[config.mk]
export PLATFORM = sky130hd
export DESIGN_NAME = univ_shift_reg
export DESIGN_NICKNAME = d
export VERILOG_FILES = /design/src/rtl/univ_shift_reg.sv
export SDC_FILE = /design/constraint.sdc
export NUM_CORES = 1
export LEC_CHECK = 0
export CAP_MARGIN = 10
export CORE_ASPECT_RATIO = 0.9
export CORE_MARGIN = 4
export CORE_UTILIZATION = 43
export CTS_CLUSTER_SIZE = 25
export DETAILED_ROUTE_END_ITERATION = 6
export PLACE_DENSITY = 0.84
export SLEW_MARGIN = 0
export SYNTH_ARGS = -nofsm -noshare
export SYNTH_HDL_FRONTEND = slang
export SYNTH_SLANG_ARGS = --single-unit
[constraint.sdc]
create_clock -name clk -period 2 [get_ports clk]
set_input_delay 0.2 -clock clk [delete_from_list [all_inputs] [get_ports clk]]
set_output_delay 0.2 -clock clk [all_outputs]
set_load 0.02 [all_outputs]
[src/rtl/univ_shift_reg.sv]
// Universal register: parallel load, clear and multi-cycle shift/rotate
// commands with serial in/out, complemented output and a done pulse.
// Multi-position shifts are sequenced by a two-state FSM, one bit per
// enabled cycle.
module univ_shift_reg #(
  parameter int unsigned           WIDTH   = 8,
  parameter int unsigned           AMT_W   = 4,
  parameter logic [WIDTH-1:0]      RST_VAL = {WIDTH{1'b0}}
) (
  input  logic             clk,
  input  logic             rst,
  input  logic             clk_en,
  input  logic             cmd_valid,
  output logic             cmd_ready,
  input  logic [2:0]       cmd_op,
  input  logic [AMT_W-1:0] cmd_amt,
  input  logic [WIDTH-1:0] d,
  input  logic             si,
  output logic [WIDTH-1:0] q,
  output logic [WIDTH-1:0] q_n,
  output logic             so,
  output logic             busy,
  output logic             done
);

  typedef enum logic [0:0] {
    ST_IDLE = 1'b0,
    ST_BUSY = 1'b1
  } state_t;

  localparam logic [2:0] OP_NOP  = 3'd0;
  localparam logic [2:0] OP_LOAD = 3'd1;
  localparam logic [2:0] OP_CLR  = 3'd2;
  localparam logic [2:0] OP_SHL  = 3'd3;
  localparam logic [2:0] OP_SHR  = 3'd4;
  localparam logic [2:0] OP_ASR  = 3'd5;
  localparam logic [2:0] OP_ROL  = 3'd6;
  localparam logic [2:0] OP_ROR  = 3'd7;

  localparam logic [AMT_W-1:0] AMT_ZERO = {AMT_W{1'b0}};
  localparam logic [AMT_W-1:0] AMT_ONE  = {{(AMT_W-1){1'b0}}, 1'b1};

  state_t             state_q, state_d;
  logic [AMT_W-1:0]   cnt_q,   cnt_d;
  logic [2:0]         op_q,    op_d;
  logic [WIDTH-1:0]   data_q,  data_d;
  logic               so_q,    so_d;
  logic               done_q,  done_d;

  // One-bit shift/rotate result for the latched op (used only in BUSY).
  function automatic logic [WIDTH:0] shift_one(input logic [2:0]       op,
                                               input logic [WIDTH-1:0] val,
                                               input logic             sin);
    // Returns {serial_out, new_value}.
    logic [WIDTH:0] res;
    case (op)
      OP_SHL:  res = {val[WIDTH-1], val[WIDTH-2:0], sin};
      OP_SHR:  res = {val[0], sin, val[WIDTH-1:1]};
      OP_ASR:  res = {val[0], val[WIDTH-1], val[WIDTH-1:1]};
      OP_ROL:  res = {val[WIDTH-1], val[WIDTH-2:0], val[WIDTH-1]};
      OP_ROR:  res = {val[0], val[0], val[WIDTH-1:1]};
      default: res = {1'b0, val};
    endcase
    return res;
  endfunction

  // Next-state logic: command decode in IDLE, one shift per cycle in BUSY;
  // everything holds when clk_en is low.
  always_comb begin
    logic [WIDTH:0] sh_s;
    state_d = state_q;
    cnt_d   = cnt_q;
    op_d    = op_q;
    data_d  = data_q;
    so_d    = so_q;
    done_d  = done_q;
    sh_s    = shift_one(op_q, data_q, si);
    if (clk_en) begin
      done_d = 1'b0;
      case (state_q)
        ST_IDLE: begin
          if (cmd_valid) begin
            case (cmd_op)
              OP_NOP:  done_d = 1'b1;
              OP_LOAD: begin
                data_d = d;
                done_d = 1'b1;
              end
              OP_CLR: begin
                data_d = {WIDTH{1'b0}};
                done_d = 1'b1;
              end
              default: begin
                // Shift/rotate ops; a zero amount completes like a NOP.
                if (cmd_amt == AMT_ZERO) begin
                  done_d = 1'b1;
                end else begin
                  op_d    = cmd_op;
                  cnt_d   = cmd_amt;
                  state_d = ST_BUSY;
                end
              end
            endcase
          end else begin
            state_d = ST_IDLE;
          end
        end
        ST_BUSY: begin
          data_d = sh_s[WIDTH-1:0];
          so_d   = sh_s[WIDTH];
          cnt_d  = cnt_q - AMT_ONE;
          if (cnt_q == AMT_ONE) begin
            state_d = ST_IDLE;
            done_d  = 1'b1;
          end else begin
            state_d = ST_BUSY;
          end
        end
        default: begin
          state_d = ST_IDLE;
        end
      endcase
    end else begin
      state_d = state_q;
    end
  end

  // State registers with synchronous reset taking priority over clk_en.
  always_ff @(posedge clk) begin
    if (rst) begin
      state_q <= ST_IDLE;
      cnt_q   <= AMT_ZERO;
      op_q    <= OP_NOP;
      data_q  <= RST_VAL;
      so_q    <= 1'b0;
      done_q  <= 1'b0;
    end else begin
      state_q <= state_d;
      cnt_q   <= cnt_d;
      op_q    <= op_d;
      data_q  <= data_d;
      so_q    <= so_d;
      done_q  <= done_d;
    end
  end

  assign q         = data_q;
  assign q_n       = ~data_q;
  assign so        = so_q;
  assign done      = done_q;
  assign busy      = (state_q == ST_BUSY);
  assign cmd_ready = (state_q == ST_IDLE) | rst;

endmodule

### After elaboration in Yosys (flattened, before gate mapping)

Cells that the tools add are included.
Widths: inputs -> output; s select.

| word-level totals | value |
|---|---|
| register bits after elaboration | 18 |
| output and inout port bits | 20 |
| logic and storage cells | 54 |

| cells by class | value |
|---|---|
| $add $sub $neg | 1 |
| eq/ne operators | 15 |
| multiplexer cells | 18 |
| bitwise logic cells | 5 |
| reduce and logical (&&, ||, !) cells | 8 |

Operator list:

| kind | count |
|---|---|
| $pmux 9 s5 | 1 |
| $pmux 8 s2 | 2 |
| $eq 3x3->1 const B | 4 |
| $mux 4 | 3 |
| $reduce_and 5->1 | 2 |
| $mux 1 | 8 |
| $mux 8 | 1 |
| $ne 2x2->1 const B | 4 |
| $not 8->8 | 1 |
| $pmux 4 s2 | 1 |
| $reduce_and 4->1 | 2 |
| $eq 3x2->1 const B | 2 |
| $ne 6x1->1 const B | 1 |
| $ne 5x1->1 const B | 1 |
| $eq 4x1->1 const B | 1 |
| $logic_not 4->1 | 1 |
| $pmux 1 s2 | 2 |
| $sub 4x1->4 const B | 1 |
| $eq 3x1->1 const B | 1 |
| $logic_not 3->1 | 1 |
| $ne 3x1->1 const B | 1 |
| $not 1->1 | 3 |
| $reduce_or 3->1 | 1 |
| $reduce_and 2->1 | 1 |
| $or 1x1->1 | 1 |

### Logic depth before layout (Yosys ltp)

Gate-level depths: netlist of the first run.

| logic depth | value |
|---|---|
| depth in word-level cells | 5 |
| mapped depth | 6 |
| depth with buffers taken out | 6 |

### Worst setup path before layout of the first run

No wires, ideal clock.

| timing | value |
|---|---|
| kind | reg-to-reg |
| start point | reg state_q (netlist: busy) |
| end point | reg data_q[1] (netlist: q[1]) |
| arrival | 1.369 ns |
| required time | 1.914 ns |
| setup slack | 0.545 ns |
| stages on the path, launching flop included | 6 |
| path buffers | 2 |
| period minus slack after synthesis | 1.455 ns |
| path through | dfxtp_1 -> clkbuf_1 -> and3_1 -> buf_2 -> a222oi_1 -> a211oi_1 |

| between the ends | value |
|---|---|
| cells in the longest elaborated chain, start to end | 3 |
| elaborated cells on any way between the ends | 6 |
| those cells by class | eq/ne: 3; mux: 1; bitwise: 1; reduce/logical: 1 |

RTL lines:

| item | RTL line | RTL |
|---|---|---|
| start: declaration | 43 | `state_t state_q, state_d;` |
| start signal: assignment | 138 | `state_q <= state_d;` |
| $not 1->1 (no line) | - |  |
| $ne 3x1->1 (no line) or $ne 2x2->1 (tied branches) | - |  |
| $reduce_and 4->1 (no line) | - |  |
| end signal: assignment | 141 | `data_q <= data_d;` |
| end: declaration | 46 | `logic [WIDTH-1:0] data_q, data_d;` |

Several ways; a longest one is shown, not always the timed one.
A chain may end at the register's enable or synchronous reset.

### Worst setup path after layout of the first run

| timing | value |
|---|---|
| start point | reg state_q (netlist: busy) |
| end point | out cmd_ready |

| between the ends | value |
|---|---|
| cells in the longest elaborated chain, start to end | 2 |

RTL lines:

| item | RTL line | RTL |
|---|---|---|
| $not 1->1 (no line) | - |  |
| $or 1x1->1 | 152 | `assign cmd_ready = (state_q == ST_IDLE) \| rst;` |
| end: declaration | 14 | `output logic cmd_ready,` |

Every way passes these cells.

==> results.md, run 1 <==
* Most used DFF post-synth: dfxtp_1
* Crit-path max FO at 14
* Gpl congestion at 0.848
* GRT overflow at 0
* Cells after Synth at 126
* CTS tree: built
* Leak at around 0.00053 uW
* Synthesized area at 1070 um^2
* Max Cap Viol at 0
* Fin Setup TNS at 0 ns
* Final worst slack at 0.163 ns
* Drt total wl at 3140 um
* Diodes inserted at 0
* Share of the synthesized area in the top cell type at 0.338
* Startpoint types: register
* Area delta synth->final at 42.1%
* Setup Buffers After CTS at 0
* Syn Nets at approximately 150
* GRT Util Overall at 0.196
* Layout cell share with drive strength beyond 1 at 0.0859
* Detailed-route via count at 1135
* Vias in the first global route at 1109
* Post-CTS resize count at 0
* Rows at 16
* Vias per Instance at 5.97
* Core area at 2260 um^2
* Post-synth ARST share at 0
* Layout net count at around 190
* Number of remaining DRC errors at 0
* Starting Density at 0.471
* RSZ-0062 raised after global routing: no
* EDFF count, synth at 0
* CTS Hold Buffers Added at 0
* Post-synth cell types at 36
* Commonest non-fill, non-tap cell in the layout: clkdlybuf4s50_1
* Synth warn at 0
* CP Class: register to output pin
* Flops & latches, synth at 18
* Final ANT Viol Nets at 0
* Clock root buffer: clkbuf_4
* Seq/Total Area, Yosys at 0.338
* Total Die Area at 3340 um^2
* CP arrival at ~1.6 ns
* HP Class: register to register
* First-pass GRT wire length at about 5000 um
* Worst path required time at roughly 1.8 ns
* Largest cells by area after synthesis: dfxtp_1, a222oi_1, nor2_1
* Clock sinks at 18
* Wire length per cell at 16.5 um
* Relative slew slack at 0.684
* Placed wire-length estimate at 2290 um
* Period Utilization, post-route at 0.918
* Longest Clk Path Bufs at 2
* Dominant cell type by area after synthesis: dfxtp_1
* Clk Latency, worst-skew pair at 0.31 ns
* Fin. Hold Viols at 0
* Placed cells at around 190
* Die width at 60.5 um
* Maximum clock frequency at 544 MHz
* Worst VDD drop at 0.414 mV
* Number of iterations in the first detailed-routing pass at 7
* Slew Limit Fails at 0
* Reg clk slew, reported paths at 0.11 ns
* Outcome: complete, no violations
* Total power at 852 uW
* Worst clock skew at ~0.012 ns
* Dpl ws at 0.135 ns
* Commonest cells after routing, fill and taps aside: clkdlybuf4s50_1, nor2_1, dfxtp_1
* Num CTS Buffers at 3
* Count of input and output buffers at 39
* Setup violators final at 0
* Avg Cell Area, Syn at 8.46 um^2
* Iteration-0 DRC Markers at 60
* I/O pin count at 40
* Slew at the pin with the worst max-slew slack at 0.473 ns
* Largest net degree at the start of global routing at 19
* Fill cells at between 150 and 200
* Pwr Density at 562 nW/um^2
* Die Y at 55.2 um
* Final Non-Filler Cells at 190
* Crit. End Element: output pin
* Minimum clock period at 1.84 ns
* Initial antenna violation count at 0
* Htree depth at 1
==> final timing paths <==
path / cells after the start / endpoint / start / slack [ns]
min: 2 / cnt_q[1]$_SDFFE_PP0P_ / cnt_q[1]$_SDFFE_PP0P_ / 0.50
max reg2reg: 5 / q[0]$_SDFFE_PP0P_ / busy$_SDFFE_PP0P_ / 0.22
min reg2reg: 2 / cnt_q[1]$_SDFFE_PP0P_ / cnt_q[1]$_SDFFE_PP0P_ / 0.50
max: 2 / cmd_ready / busy$_SDFFE_PP0P_ / 0.16
==> routing by layer <==
metal / vias to the layer above / GRT usage / wire length (um)
met3: 4 / 0.0629 / 229
met4: 0 / 0.0805 / 28
met5: - / 0 / 0
met1: 542 / 0.242 / 1280
li1: 541 / - / -
met2: 48 / 0.310 / 1600
==> flip-flops by register name, summed over array words and instances, names as in the netlist <==
register  flops
cnt_q         4
q             8
op_q          3
done          1
busy          1
so            1
==> cells in the mapped netlist (2+ instances only) <==
library cell	count
dfxtp_1	18
nor2_1	18
inv_1	12
a211oi_1	7
a222oi_1	7
a21oi_1	6
mux2i_1	5
buf_2	4
clkbuf_1	4
nand2_1	4
o21ai_0	4
and3_1	3
nand3b_1	3
nor3_1	3
a21oi_2	2
a221oi_1	2
a22oi_1	2
ha_1	2
nand2b_1	2
nand3_1	2
==> stage by stage <==
| stage | utilization | instance area, um^2 | hold slack (ns) |
|---|---|---|---|
| after floorplan | - | 1070 | 0.347 |
| after global placement | 0.654 | 1480 | 0.470 |
| after detailed placement | 0.654 | 1480 | 0.479 |
| after CTS | 0.670 | 1520 | 0.495 |
| after global routing | 0.670 | 1520 | 0.537 |
| final | 0.670 | 1520 | 0.501 |
==> critical path, stage by stage, from the launching register on <==
cell and delay, ns:
dfxtp_1 0.63, nand2b_1 0.13, clkdlybuf4s50_1 0.56
==> report_power, final <==
group	total (uW)	switching [uW]	internal, uW
Combinational	220	104	115
Clock	227	116	111
Sequential	405	28.3	377
==> logic make-up (layout without fill, tap and decap cells) <==
kind of cell             Yosys count  after routing  synth area share
AO/OA/AOI/OAI                     38             38             0.290
XOR/XNOR                           2              2            0.0164
adder cells (fa/ha/maj)            2              2            0.0235
buffers and inverters             21             58            0.0857
AND/OR/NAND/NOR                   40             40             0.200
multiplexers                       5              5            0.0470
flip-flops                        18             18             0.338
==> layout make-up <==
type                    instances  area [um^2]  share of cell area
clock buffers                   4         36.3              0.0239
inverters                      12         45.0              0.0297
multi-input cells              87          614               0.405
flip-flops and latches         18          360               0.238
well taps                      27         33.8              0.0223
repair buffers                 42          425               0.281
(Power assumes the default switching activity.)
==> run 2, diff against run 1 <==
- ABC_CLOCK_PERIOD_IN_PS: default -> 2000
==> results of run 2 <==
Final layout, timing and power as in run 1 (identical DEF).
